[src/rtl/dense_int_pkg.sv]
// Shared types and helpers for the dense-layer int8 feeder.
package dense_int_pkg;

  localparam int DATA_WIDTH_DEF = 8;

  typedef enum logic [1:0] {IDLE, EMIT, WAIT} state_t;

  // Returns the number of bits needed to hold the value n itself, so counters can reach n.
  function automatic int clogb2(input int n);
    int v;
    int b;
    v = n;
    b = 0;
    while (v > 0) begin
      b++;
      v = v >> 1;
    end
    return (b == 0) ? 1 : b;
  endfunction

endpackage

[src/rtl/dense_int_feeder_if.sv]
// Vector-in / element-out bus of the dense-layer feeder.
interface dense_int_feeder_if import dense_int_pkg::*; #(
  parameter int DATA_WIDTH = DATA_WIDTH_DEF,
  parameter int C = 8
);
  logic                         valid_i;
  logic [C*DATA_WIDTH-1:0]      data_i;
  logic                         ready_o;
  logic                         valid_o;
  logic signed [DATA_WIDTH-1:0] data_o;
  logic                         last_o;
  logic                         busy_o;

  modport master (output valid_i, data_i,
                  input  ready_o, valid_o, data_o, last_o, busy_o);
  modport slave  (input  valid_i, data_i,
                  output ready_o, valid_o, data_o, last_o, busy_o);
endinterface

[src/rtl/vec_fifo.sv]
// Vector FIFO: DEPTH words of W bits; head word is read combinationally from a registered read pointer.
module vec_fifo import dense_int_pkg::*; #(
  parameter int W = 64,
  parameter int DEPTH = 4,
  localparam int AW = clogb2(DEPTH - 1),
  localparam int CW = clogb2(DEPTH)
) (
  input  logic          clk,
  input  logic          rstn,
  input  logic          push,
  input  logic          pop,
  input  logic [W-1:0]  din,
  output logic [W-1:0]  dout,
  output logic [CW-1:0] count
);
  logic [W-1:0]  mem [DEPTH];
  logic [AW-1:0] wr_ptr;
  logic [AW-1:0] rd_ptr;

  always_ff @(posedge clk) begin
    if (push) mem[wr_ptr] <= din;
  end

  // DEPTH is a power of two, so the pointers wrap naturally.
  always_ff @(posedge clk) begin
    if (!rstn) begin
      wr_ptr <= '0;
      rd_ptr <= '0;
      count  <= '0;
    end else begin
      if (push) wr_ptr <= wr_ptr + 1'b1;
      if (pop)  rd_ptr <= rd_ptr + 1'b1;
      case ({push, pop})
        2'b10:   count <= count + 1'b1;
        2'b01:   count <= count - 1'b1;
        default: count <= count;
      endcase
    end
  end

  assign dout = mem[rd_ptr];
endmodule

[src/rtl/dense_int_feeder.sv]
// Serializes C-element int8 vectors onto a GAP-paced strobe stream for a dense layer.
// Optional macro DENSE_FEEDER_RELU_EN clamps negative elements to zero at the output register.
module dense_int_feeder import dense_int_pkg::*; #(
  parameter int DATA_WIDTH = DATA_WIDTH_DEF,
  parameter int C = 8,
  parameter int D = 64,
  parameter int DEPTH = 4,
  parameter int GAP = 1
) (
  input logic clk,
  input logic rstn,
  dense_int_feeder_if.slave bus
);
  // state | meaning
  // IDLE  | no vector in flight; pop as soon as the FIFO has one
  // EMIT  | register one element onto the output strobe
  // WAIT  | GAP idle cycles, then next element, next vector, or IDLE
  localparam int VW = C * DATA_WIDTH;
  localparam int EW = clogb2(C);
  localparam int FW = clogb2(D - 1);
  localparam int GW = clogb2(GAP - 1);
  localparam int CW = clogb2(DEPTH);

  if ((D % C) != 0 || GAP < 1) begin : g_cfg_check
    $error("dense_int_feeder: D must be a multiple of C and GAP must be at least 1");
  end

  state_t                state, state_nx;
  logic                  pop, push, ready, fifo_ne;
  logic [CW-1:0]         count;
  logic [VW-1:0]         fifo_dout, vreg;
  logic [EW-1:0]         e_cnt;
  logic [FW-1:0]         f_cnt;
  logic [GW-1:0]         g_cnt;
  logic [DATA_WIDTH-1:0] elem_cur, elem_out, data_q;
  logic                  valid_q, last_q;

  assign ready   = (count != CW'(DEPTH));
  assign push    = bus.valid_i & ready;
  assign fifo_ne = (count != '0);

  vec_fifo #(.W(VW), .DEPTH(DEPTH)) u_fifo (
    .clk   (clk),
    .rstn  (rstn),
    .push  (push),
    .pop   (pop),
    .din   (bus.data_i),
    .dout  (fifo_dout),
    .count (count)
  );

  always_ff @(posedge clk) begin
    if (!rstn) state <= IDLE;
    else       state <= state_nx;
  end

  always_comb begin
    state_nx = state;
    pop      = 1'b0;
    unique case (state)
      IDLE: if (fifo_ne) begin
        pop      = 1'b1;
        state_nx = EMIT;
      end
      EMIT: state_nx = WAIT;
      WAIT: if (g_cnt == '0) begin
        if (e_cnt != EW'(C)) begin
          state_nx = EMIT;
        end else if (fifo_ne) begin
          pop      = 1'b1;
          state_nx = EMIT;
        end else begin
          state_nx = IDLE;
        end
      end
      default: state_nx = IDLE;
    endcase
  end

  always_comb begin
    elem_cur = '0;
    for (int i = 0; i < C; i++) begin
      if (e_cnt == EW'(i)) elem_cur = vreg[i*DATA_WIDTH +: DATA_WIDTH];
    end
  end

`ifdef DENSE_FEEDER_RELU_EN
  assign elem_out = elem_cur[DATA_WIDTH-1] ? '0 : elem_cur;
`else
  assign elem_out = elem_cur;
`endif

  // data_q / last_q hold between strobes; only valid_q is a pulse.
  always_ff @(posedge clk) begin
    if (!rstn) begin
      vreg    <= '0;
      e_cnt   <= '0;
      f_cnt   <= '0;
      g_cnt   <= '0;
      valid_q <= 1'b0;
      data_q  <= '0;
      last_q  <= 1'b0;
    end else begin
      valid_q <= 1'b0;
      if (pop) begin
        vreg  <= fifo_dout;
        e_cnt <= '0;
      end
      if (state == EMIT) begin
        valid_q <= 1'b1;
        data_q  <= elem_out;
        last_q  <= (f_cnt == FW'(D - 1));
        e_cnt   <= e_cnt + 1'b1;
        f_cnt   <= (f_cnt == FW'(D - 1)) ? '0 : f_cnt + 1'b1;
        g_cnt   <= GW'(GAP - 1);
      end else if (state == WAIT && g_cnt != '0) begin
        g_cnt <= g_cnt - 1'b1;
      end
    end
  end

  assign bus.ready_o = ready;
  assign bus.valid_o = valid_q;
  assign bus.data_o  = data_q;
  assign bus.last_o  = last_q;
  assign bus.busy_o  = fifo_ne | (state != IDLE);
endmodule
[src/flat_wrapper.sv]
// flat-port wrapper written by rule: the top's interface ports become plain ports
module dense_int_feeder_flat import dense_int_pkg::*;
#(
  parameter int DATA_WIDTH = DATA_WIDTH_DEF,
  parameter int C = 8,
  parameter int D = 64,
  parameter int DEPTH = 4,
  parameter int GAP = 1
)
  (clk, rstn, bus_valid_i, bus_data_i, bus_ready_o, bus_valid_o, bus_data_o, bus_last_o, bus_busy_o);
  dense_int_feeder_if #(.DATA_WIDTH(DATA_WIDTH), .C(C)) bus_i ();
  input logic clk;
  input logic rstn;
  input wire logic [$bits(bus_i.valid_i)-1:0] bus_valid_i;
  input wire logic [$bits(bus_i.data_i)-1:0] bus_data_i;
  output wire logic [$bits(bus_i.ready_o)-1:0] bus_ready_o;
  output wire logic [$bits(bus_i.valid_o)-1:0] bus_valid_o;
  output wire logic [$bits(bus_i.data_o)-1:0] bus_data_o;
  output wire logic [$bits(bus_i.last_o)-1:0] bus_last_o;
  output wire logic [$bits(bus_i.busy_o)-1:0] bus_busy_o;
  assign bus_i.valid_i = bus_valid_i;
  assign bus_i.data_i = bus_data_i;
  assign bus_ready_o = bus_i.ready_o;
  assign bus_valid_o = bus_i.valid_o;
  assign bus_data_o = bus_i.data_o;
  assign bus_last_o = bus_i.last_o;
  assign bus_busy_o = bus_i.busy_o;
  dense_int_feeder #(.DATA_WIDTH(DATA_WIDTH), .C(C), .D(D), .DEPTH(DEPTH), .GAP(GAP)) u_core (.clk(clk), .rstn(rstn), .bus(bus_i));
endmodule
[config.mk]
export PLATFORM = sky130hd
export DESIGN_NAME = dense_int_feeder_flat
export DESIGN_NICKNAME = d
export VERILOG_FILES = /design/src/rtl/dense_int_pkg.sv /design/src/rtl/dense_int_feeder_if.sv /design/src/rtl/vec_fifo.sv /design/src/rtl/dense_int_feeder.sv /design/src/flat_wrapper.sv
export SDC_FILE = /design/constraint.sdc
export NUM_CORES = 1
export LEC_CHECK = 0
export CAP_MARGIN = 20
export CORE_MARGIN = 2
export CORE_UTILIZATION = 55
export DETAILED_ROUTE_END_ITERATION = 10
export PLACE_DENSITY = 0.78
export SLEW_MARGIN = 30
export SYNTH_ARGS = -nofsm -noshare
export SYNTH_HDL_FRONTEND = slang
export SYNTH_SLANG_ARGS = --single-unit
[constraint.sdc]
create_clock -name clk -period 3.4 [get_ports clk]
set_clock_uncertainty 0.15 [all_clocks]
set_input_delay 0.68 -clock clk [delete_from_list [all_inputs] [get_ports clk]]
set_output_delay 0.68 -clock clk [all_outputs]
set_load 0.05 [all_outputs]
# Word-level counts from Yosys, hierarchy flattened
# Memory sizes are Yosys's and may differ from the RTL's. A register that Yosys moved wholly into a read port is not among the register bits.
# Cells that the tools add are included.
# op_classes
add_sub_neg	7
n_mul	0
div	0
n_lt_le_gt_ge	0
eq_ne	16
n_shift	0
muxes	24
bitwise_logic	3
n_reduce_logical	10
# ops
operator	count
8-bit two-way mux	8
4-bit by 3-bit equality test with 1-bit output (second input constant)	4
4-bit by 2-bit equality test with 1-bit output (second input constant)	2
4-bit two-way mux	2
1-bit two-way mux	7
6-bit by 1-bit adder with 6-bit output (second input constant)	1
6-bit equality test (second input constant)	1
2-bit two-way mux	3
6-bit two-way mux	1
2-bit one-hot mux with 3 select lines	1
3-bit one-hot mux with 2 select lines	1
2-bit nonzero test	3
2-bit by 1-bit adder with 2-bit output (second input constant)	2
4-bit by 1-bit adder with 4-bit output (second input constant)	1
2-bit by 1-bit equality test with 1-bit output (second input constant)	2
2-bit equality test (second input constant)	2
4-bit by 1-bit equality test with 1-bit output (second input constant)	1
4-bit zero test	1
4-bit != test (second input constant)	1
3-bit by 1-bit adder with 3-bit output (second input constant)	1
3-bit != test (second input constant)	1
3-bit nonzero test	1
3-bit by 1-bit subtractor with 3-bit output (second input constant)	1
2-bit zero test	1
other kinds (11)	11
# word_totals
register_bits	30
latchBits	0
mem_bits_rw	256
romBits	0
input_bits	67
output_inout_bits	12
word_cells	71
n_memories	1
# mem_list
memory	depth	width	read_ports	rd_clocked_by_memory_dff	wr	line	text
u_core.u_fifo.mem	4	64	1	1	1	vec_fifo.sv:16	logic [W-1:0] mem [DEPTH];

# Longest topological paths before layout
# Gate-level depths: netlist of run 1.
# logic_depth
word_depth	9
depth_mapped	12
depth_no_buf	10

# Hierarchy
# Synthesis of run 1 repeated with hierarchy kept, for this count alone.
# unflattened
hier_cells	895
hier_area_um2	13753.2
# by_module_without_submodules
mod	n_inst	cells_each	area_each_um2	seq_area_each_um2
vec_fifo	1	374	9739.3	7867.5
dense_int_feeder	1	521	4013.8	1741.7

# Worst setup path before layout of run 1
# No wires, ideal clock.
# synth_path
path_kind	register to register
startpoint	register u_core.u_fifo.count[0]
endpoint	memory u_core.u_fifo.mem[0][0], enable pin
setup_time_ps	429
arrival_ps	2467
required_time_ps	2821
setup_slack_ps	354
stages_incl_launch_ff	3
n_path_buf	0
synth_period_minus_slack_ps	3046
cell_sequence	dfxtp_1 > or3b_1 > and3_1
# synth_via
elab_chain_len	4
# synth_rtl
item	line	text
start, declared	vec_fifo.sv:14	output logic [CW-1:0] count
start signal, assigned	vec_fifo.sv:34	2'b10: count <= count + 1'b1;
start signal, assigned	vec_fifo.sv:35	2'b01: count <= count - 1'b1;
start signal, assigned	vec_fifo.sv:36	default: count <= count;
3-bit != test	dense_int_feeder.sv:38	assign ready = (count != CW'(DEPTH));
net bus_ready_o	flat_wrapper.sv:16	output wire logic [$bits(bus_i.ready_o)-1:0] bus_ready_o;
1-bit bitwise AND	dense_int_feeder.sv:39	assign push = bus.valid_i & ready;
1-bit two-way mux	vec_fifo.sv:21	if (push) mem[wr_ptr] <= din;
1-bit two-way mux (not written as such)	vec_fifo.sv:21	
end, declared	vec_fifo.sv:16	
# The timed path passes the listed nets, and every way through them passes these cells.

# Worst setup path in the final report of run 1
# layout_path
startpoint	register u_core.u_fifo.count[0]
endpoint	output port bus_busy_o
# layout_via
elab_chain_len	2
# layout_rtl
item	line	text
3-bit nonzero test	dense_int_feeder.sv:40	assign fifo_ne = (count != '0);
1-bit OR	dense_int_feeder.sv:126	assign bus.busy_o = fifo_ne | (state != IDLE);
end, declared	flat_wrapper.sv:20	output wire logic [$bits(bus_i.busy_o)-1:0] bus_busy_o;
# No other way between the ends.

==> out/metrics.yaml, run 1 <==
hold_path:
  min_path_type: "reg2reg"
  min_from: "u_core.vreg[23]"
yosys:
  syn_nets: 984
  synthAdderAreaFrac: 0.0107
  synth_top_flop_cell: "edfxtp_1"
  syn-cell-area_um2: 13600
  yosysWarningCount: 0
  synth_simple_gate_area_share: 0.0787
  syn_avg_cell_area_um2: 15.0
  synth_compound_area_frac: 0.0725
  synthMuxAreaShare: 0.106
  synth_top_family_by_area: "multiplexers"
  synth_cell_types: 51
  synthXorXnorAreaFrac: 0.00387
  async_reset_ff_frac: 0
  syn_inst: 906
  yosysSeqAreaShare: 0.704
  synth_edf_count: 256
  ys_seq_elements: 350
finish:
  num_antenna_cells: 0
  drive_gt1_frac: 0.141
  syn2layout_area_growth_pct: 16.9
  nets: 1051
  fin_util: 0.654
routing:
  initialDrtViolationCount: 829
  wl_per_cell_um: 20.1
  vias_per_cell: 5.93
  final_antenna_net_count: 0
  wirelength_um: 26600
  via_count: 7840
  drc: 0
  first_pass_iters: 5
timing:
  hold_violations: 0
  max_slew_margin: 0.389
  finalSetupViolCount: 0
  rsz0062_at_grt: "false"
  tightest_slew_ps: 917
  clock.fmax_mhz: 325
  tns_ps: 0
  fin_crit_sh: 0.905
  finalMaxSlewViolations: 0
  finalCriticalPeriod_ps: 3080
floorplan:
  core_area_um2: 24300
  dieArea_um2: 26000
  num_rows: 57
  pin_count: 79
  die_h_um: 161
  initial_core_util: 0.559
  die_w_um: 161
clock_tree:
  ctsHoldBuffers: 0
  clock-sinks: 350
  cts_buffer_depth: 3
  path_clk_slew_ps: 60
  htree_levels: 2
  cts_buffers: 35
  clock_latency_ps: 510
  clockRootBuffer: "clkbuf_16"
  postCtsSetupRepairBufs: 0
  cts-resized-gates: 0
  cts_tree: "done"
grt:
  grt_pass1_wl_um: 42200
  grt_usage: 0.209
  antenna_found_initial: 0
  first_global_vias: 7745
  grt_max_degree: 134
  gr-total-overflow: 0
placed_design:
  port_buffers: 78
  place_hpwl_um: 15800
  place_congestion: 0.869
setup_path:
  timing.rr.start: "u_core.e_cnt[3]"
  cp-start-kind: "flip-flop"
  required_ps: 2570
  endpoint_kind: "output pin"
  critPathLaunch: "u_core.u_fifo.count[0]"
  cp.arrival_ps: 2250
  cp_max_fo: 4
  crit_type: "reg2out"
run_status:
  status: "finished, final reports clean"
flow_run:
  cap_violations: 0
power:
  p_per_area_nw_per_um2: 775
  p_leak_nw: 5.02
  max-vdd-ir-drop_v: 0.000550
through the flow:
step	power, mW	setup WS (ps)	hold WS (ps)	area, um2	std cells
floorplan	7.71	354	281	13600	906
global placement	8.48	560	295	14700	1260
detailed placement	8.54	501	303	14700	1260
CTS	12.4	318	311	15900	1323
global route	12.9	211	334	15900	1323
finish	12.3	324	309	15900	1323
critical path: stages, from the launching register on:
cell and delay, ps:
dfxtp_1 340, nor3_1 520, nand2_1 150, clkdlybuf4s50_1 730
power breakdown:
| part | total (mW) | switching, mW | leakage, nW | internal [mW] |
|---|---|---|---|---|
| clock network | 3.83 | 1.54 | 0.566 | 2.29 |
| registers | 5.82 | 0.424 | 3.12 | 5.40 |
| logic | 2.66 | 1.55 | 1.33 | 1.11 |
sequential cells by signal, summed over array words and instances, names as in the netlist, 2 cells and up:
name / count
u_core.vreg: 64
u_core.u_fifo.rd_ptr: 2
u_core.state: 2
u_core.bus.data_o: 8
u_core.u_fifo.count: 3
u_core.f_cnt: 6
u_core.u_fifo.mem: 256
u_core.e_cnt: 4
u_core.u_fifo.wr_ptr: 2
worst paths after layout:
path                            endpoint  slack [ps]  cells past startpoint
setup / recovery              bus_busy_o         320                      3
hold / removal           u_core.vreg[23]         310                      2
setup reg to reg  u_core.u_fifo.count[2]         610                      8
hold reg to reg          u_core.vreg[23]         310                      2
layer usage:
metal | track usage | part of all wire | vias up
li1 | - | - | 3624
met2 | 0.346 | 0.49 | 263
met1 | 0.290 | 0.43 | 3915
met3 | 0.0395 | 0.056 | 38
met4 | 0.0536 | 0.017 | 0
met5 | 0 | 0 | -
cells in the mapped netlist (3+ instances only):
cell type | instances | share of area
o22ai_1 | 3 | 0.0014
nor2_1 | 21 | 0.0058
ha_1 | 10 | 0.0092
buf_2 | 17 | 0.0063
nand2_1 | 92 | 0.025
xor2_1 | 4 | 0.0026
nand3b_1 | 4 | 0.0022
a21oi_1 | 35 | 0.013
o2111ai_1 | 8 | 0.0052
o31ai_1 | 3 | 0.0017
and3_1 | 4 | 0.0018
nor2b_1 | 8 | 0.0037
clkbuf_1 | 42 | 0.012
edfxtp_1 | 256 | 0.57
buf_1 | 4 | 0.0011
nor3_1 | 3 | 0.0011
a31oi_1 | 14 | 0.0064
dfxtp_1 | 94 | 0.14
inv_1 | 16 | 0.0044
a211oi_1 | 5 | 0.0028
nand3_1 | 71 | 0.026
mux4_2 | 64 | 0.11
o21ai_0 | 76 | 0.028
nand2b_1 | 10 | 0.0046
or3_1 | 6 | 0.0028
placed cells by master, fill, tap and decap left out, types with 3 or more instances in the layout:
master / count
a211oi_1: 5
a21oi_1: 35
a31oi_1: 14
and3_2: 4
buf_12: 6
buf_4: 11
clkbuf_1: 12
clkbuf_16: 39
clkbuf_8: 5
clkdlybuf4s50_1: 77
dfxtp_1: 92
edfxtp_1: 256
ha_1: 10
inv_1: 16
mux4_2: 64
nand2_1: 92
nand2b_1: 10
nand3_1: 71
nand3b_1: 4
nor2_1: 21
nor2b_1: 8
nor3_1: 3
o2111ai_1: 8
o21ai_0: 76
o22ai_1: 3
o31ai_1: 3
or3_1: 6
xor2_1: 4
final cells by class:
| class | count | area, um2 |
|---|---|---|
| Clock buffer | 56 | 1090 |
| Clock inverter | 7 | 80.1 |
| Fill cell | 1645 | 8430 |
| Inverter | 17 | 63.8 |
| Multi-Input combinational cell | 475 | 3710 |
| Sequential cell | 350 | 9570 |
| Tap cell | 324 | 405 |
| Timing Repair Buffer | 94 | 973 |
logic make-up (layout without fill, tap and decap cells):
family	Yosys count	count (layout)
compound gates	166	166
mux	64	64
buf+inv	81	174
simple gates	228	228
fa+ha+maj	11	11
xor+xnor	6	6
flops	350	350
Power figures use the tool's default switching activity.
==> run 2, diff against run 1 <==
- CORE_MARGIN: 2 -> 1.5
- CTS_CLUSTER_SIZE: default -> 20
==> run 2 against run 1 <==
Against the previous run:
- maximum frequency increased by 0.58%
- worst setup slack better by 18 ps
- clock power about the same
- highest routed layer unchanged
==> out/metrics.yaml, run 2 (synthesized netlist as in run 1, its figures left out) <==
setup_path:
  cp_top_family: "buffers and inverters"
  cp_slowest_cell: "clkdlybuf4s50_1"
  endpoint_kind: "output pin"
  worst_path_largest_cell_delay_ps: 740  # about the same
  cp.arrival_ps: 2230  # -20 ps
  cp-start-kind: "flip-flop"
  cp_num_buf_inv: 1  # unchanged
  crit_type: "reg2out"
  cp_max_fo: 4  # unchanged
  required_ps: 2570  # about the same
  crit_chain: "nor3_1, nand2_1, clkdlybuf4s50_1"
placed_design:
  place_hpwl_um: 15800  # +0.42%
  place_congestion: 0.853  # -1.9%
  post-place-ws_ps: 508  # +7.42 ps
  port_buffers: 78  # unchanged
grt:
  grt_usage: 0.215  # +0.00666
  grt_max_degree: 134  # unchanged
  gr-total-overflow: 0  # unchanged
  first_global_vias: 7851  # +1.4%
  grt_pass1_wl_um: 42800  # +1.3%
  antenna_found_initial: 0  # unchanged
timing:
  max_slew_margin: 0.400  # +0.0110
  clock.fmax_mhz: 327  # +0.58%
  fin_crit_sh: 0.899  # -0.00524
  hold_violations: 0  # unchanged
  tightest_slew_ps: 900  # -16.5 ps
  finalSetupViolCount: 0  # unchanged
  finalMaxSlewViolations: 0  # unchanged
  rsz0062_at_grt: "false"
  finalCriticalPeriod_ps: 3060  # -17.8 ps
  tns_ps: 0  # unchanged
  setup_ws_ps: 342  # +17.8 ps
routing:
  wl_per_cell_um: 20.4  # +1.7%
  final_antenna_net_count: 0  # unchanged
  drc: 0  # unchanged
  first_pass_iters: 5  # unchanged
  wirelength_um: 27000  # +1.7%
  via_count: 7879  # +0.50%
  vias_per_cell: 5.96  # +0.50%
  initialDrtViolationCount: 750  # -9.5%
finish:
  nets: 1052  # +0.095%
  syn2layout_area_growth_pct: 16.8  # about the same
  num_antenna_cells: 0  # unchanged
  largest_register_ffs: 256  # unchanged
  mostFrequentLayoutCell: "edfxtp_1"
  nFillCells: 1669  # +1.5%
  regMostFlops: "u_core.u_fifo.mem"
  drive_gt1_frac: 0.137  # -0.00400
  mostFrequentLayoutCells: "edfxtp_1, nand2_1, dfxtp_1"
floorplan:
  core_area_um2: 24300  # unchanged
  num_rows: 57  # unchanged
  die_w_um: 160  # -0.62%
  die_h_um: 160  # -0.62%
  dieArea_um2: 25700  # -1.2%
  initial_core_util: 0.559  # unchanged
  pin_count: 79  # unchanged
clock_tree:
  cts_buffers: 36  # +2.9%
  htree_levels: 2  # unchanged
  cts_buffer_depth: 3  # unchanged
  clock_latency_ps: 510  # about the same
  ctsHoldBuffers: 0  # unchanged
  path_clk_slew_ps: 60  # about the same
  cts_tree: "done"
  cts-resized-gates: 0  # unchanged
  clockRootBuffer: "clkbuf_16"
  postCtsSetupRepairBufs: 0  # unchanged
  clock-sinks: 350  # unchanged
hold_path:
  min_path_type: "reg2reg"
run_status:
  status: "finished, final reports clean"
power:
  max-vdd-ir-drop_v: 0.000589  # +7.1%
  p_per_area_nw_per_um2: 775  # +0.10%
  p_leak_nw: 5.01  # -0.12%
flow_run:
  cap_violations: 0  # unchanged
run 2: per-layer routing:
metal  vias to the layer above  routed length (um)  GRT usage
met4                         0                 529     0.0607
met3                        47                1440     0.0371
met1                      3972               11600      0.294
li1                       3609                   -          -
met5                         -                   0          0
met2                       251               13500      0.360
run 2: area by class of cell:
| type | count | area [um2] | share of cell area |
|---|---|---|---|
| Tap cell | 324 | 405 | 0.0255 |
| Inverter | 17 | 63.8 | 0.00402 |
| Clock inverter | 11 | 123 | 0.00772 |
| Clock buffer | 52 | 1020 | 0.0644 |
| Timing Repair Buffer | 94 | 986 | 0.0621 |
| Sequential cell | 350 | 9570 | 0.603 |
| Multi-Input combinational cell | 475 | 3710 | 0.233 |
run 2: power breakdown:
| part | internal (mW) | switching, mW | leakage [nW] |
|---|---|---|---|
| Combinational | 1.11 | 1.53 | 1.34 |
| Clock | 2.31 | 1.52 | 0.557 |
| Sequential | 5.40 | 0.449 | 3.12 |
| Total | 8.82 | 3.50 | 5.01 |
run 2: metrics by stage:
stage	utilization	std cells	hold WS, ps	area [um2]	power [mW]
global route	0.653	1323	338	15900	12.9
finish	0.653	1323	308	15900	12.3
CTS	0.653	1323	311	15900	12.4
detailed placement	0.606	1260	300	14700	8.56
global placement	0.606	1260	297	14700	8.48
floorplan	-	906	281	13600	7.71
run 2: final timing paths:
| path | cells past startpoint | start | end | slack (ps) |
|---|---|---|---|---|
| worst max register to register | 8 | u_core.e_cnt[3] | u_core.u_fifo.count[2] | 610 |
| worst min register to register | 2 | u_core.vreg[54] | u_core.vreg[54] | 310 |
| worst max-delay path | 3 | u_core.u_fifo.count[0] | bus_busy_o | 340 |
| worst min-delay path | 2 | u_core.vreg[54] | u_core.vreg[54] | 310 |
run 2: tightest hold or removal path, cell delays in order (launching register included):
cell	delay, ps
dfxtp_1	310
nand2_1	50
o21ai_0	60
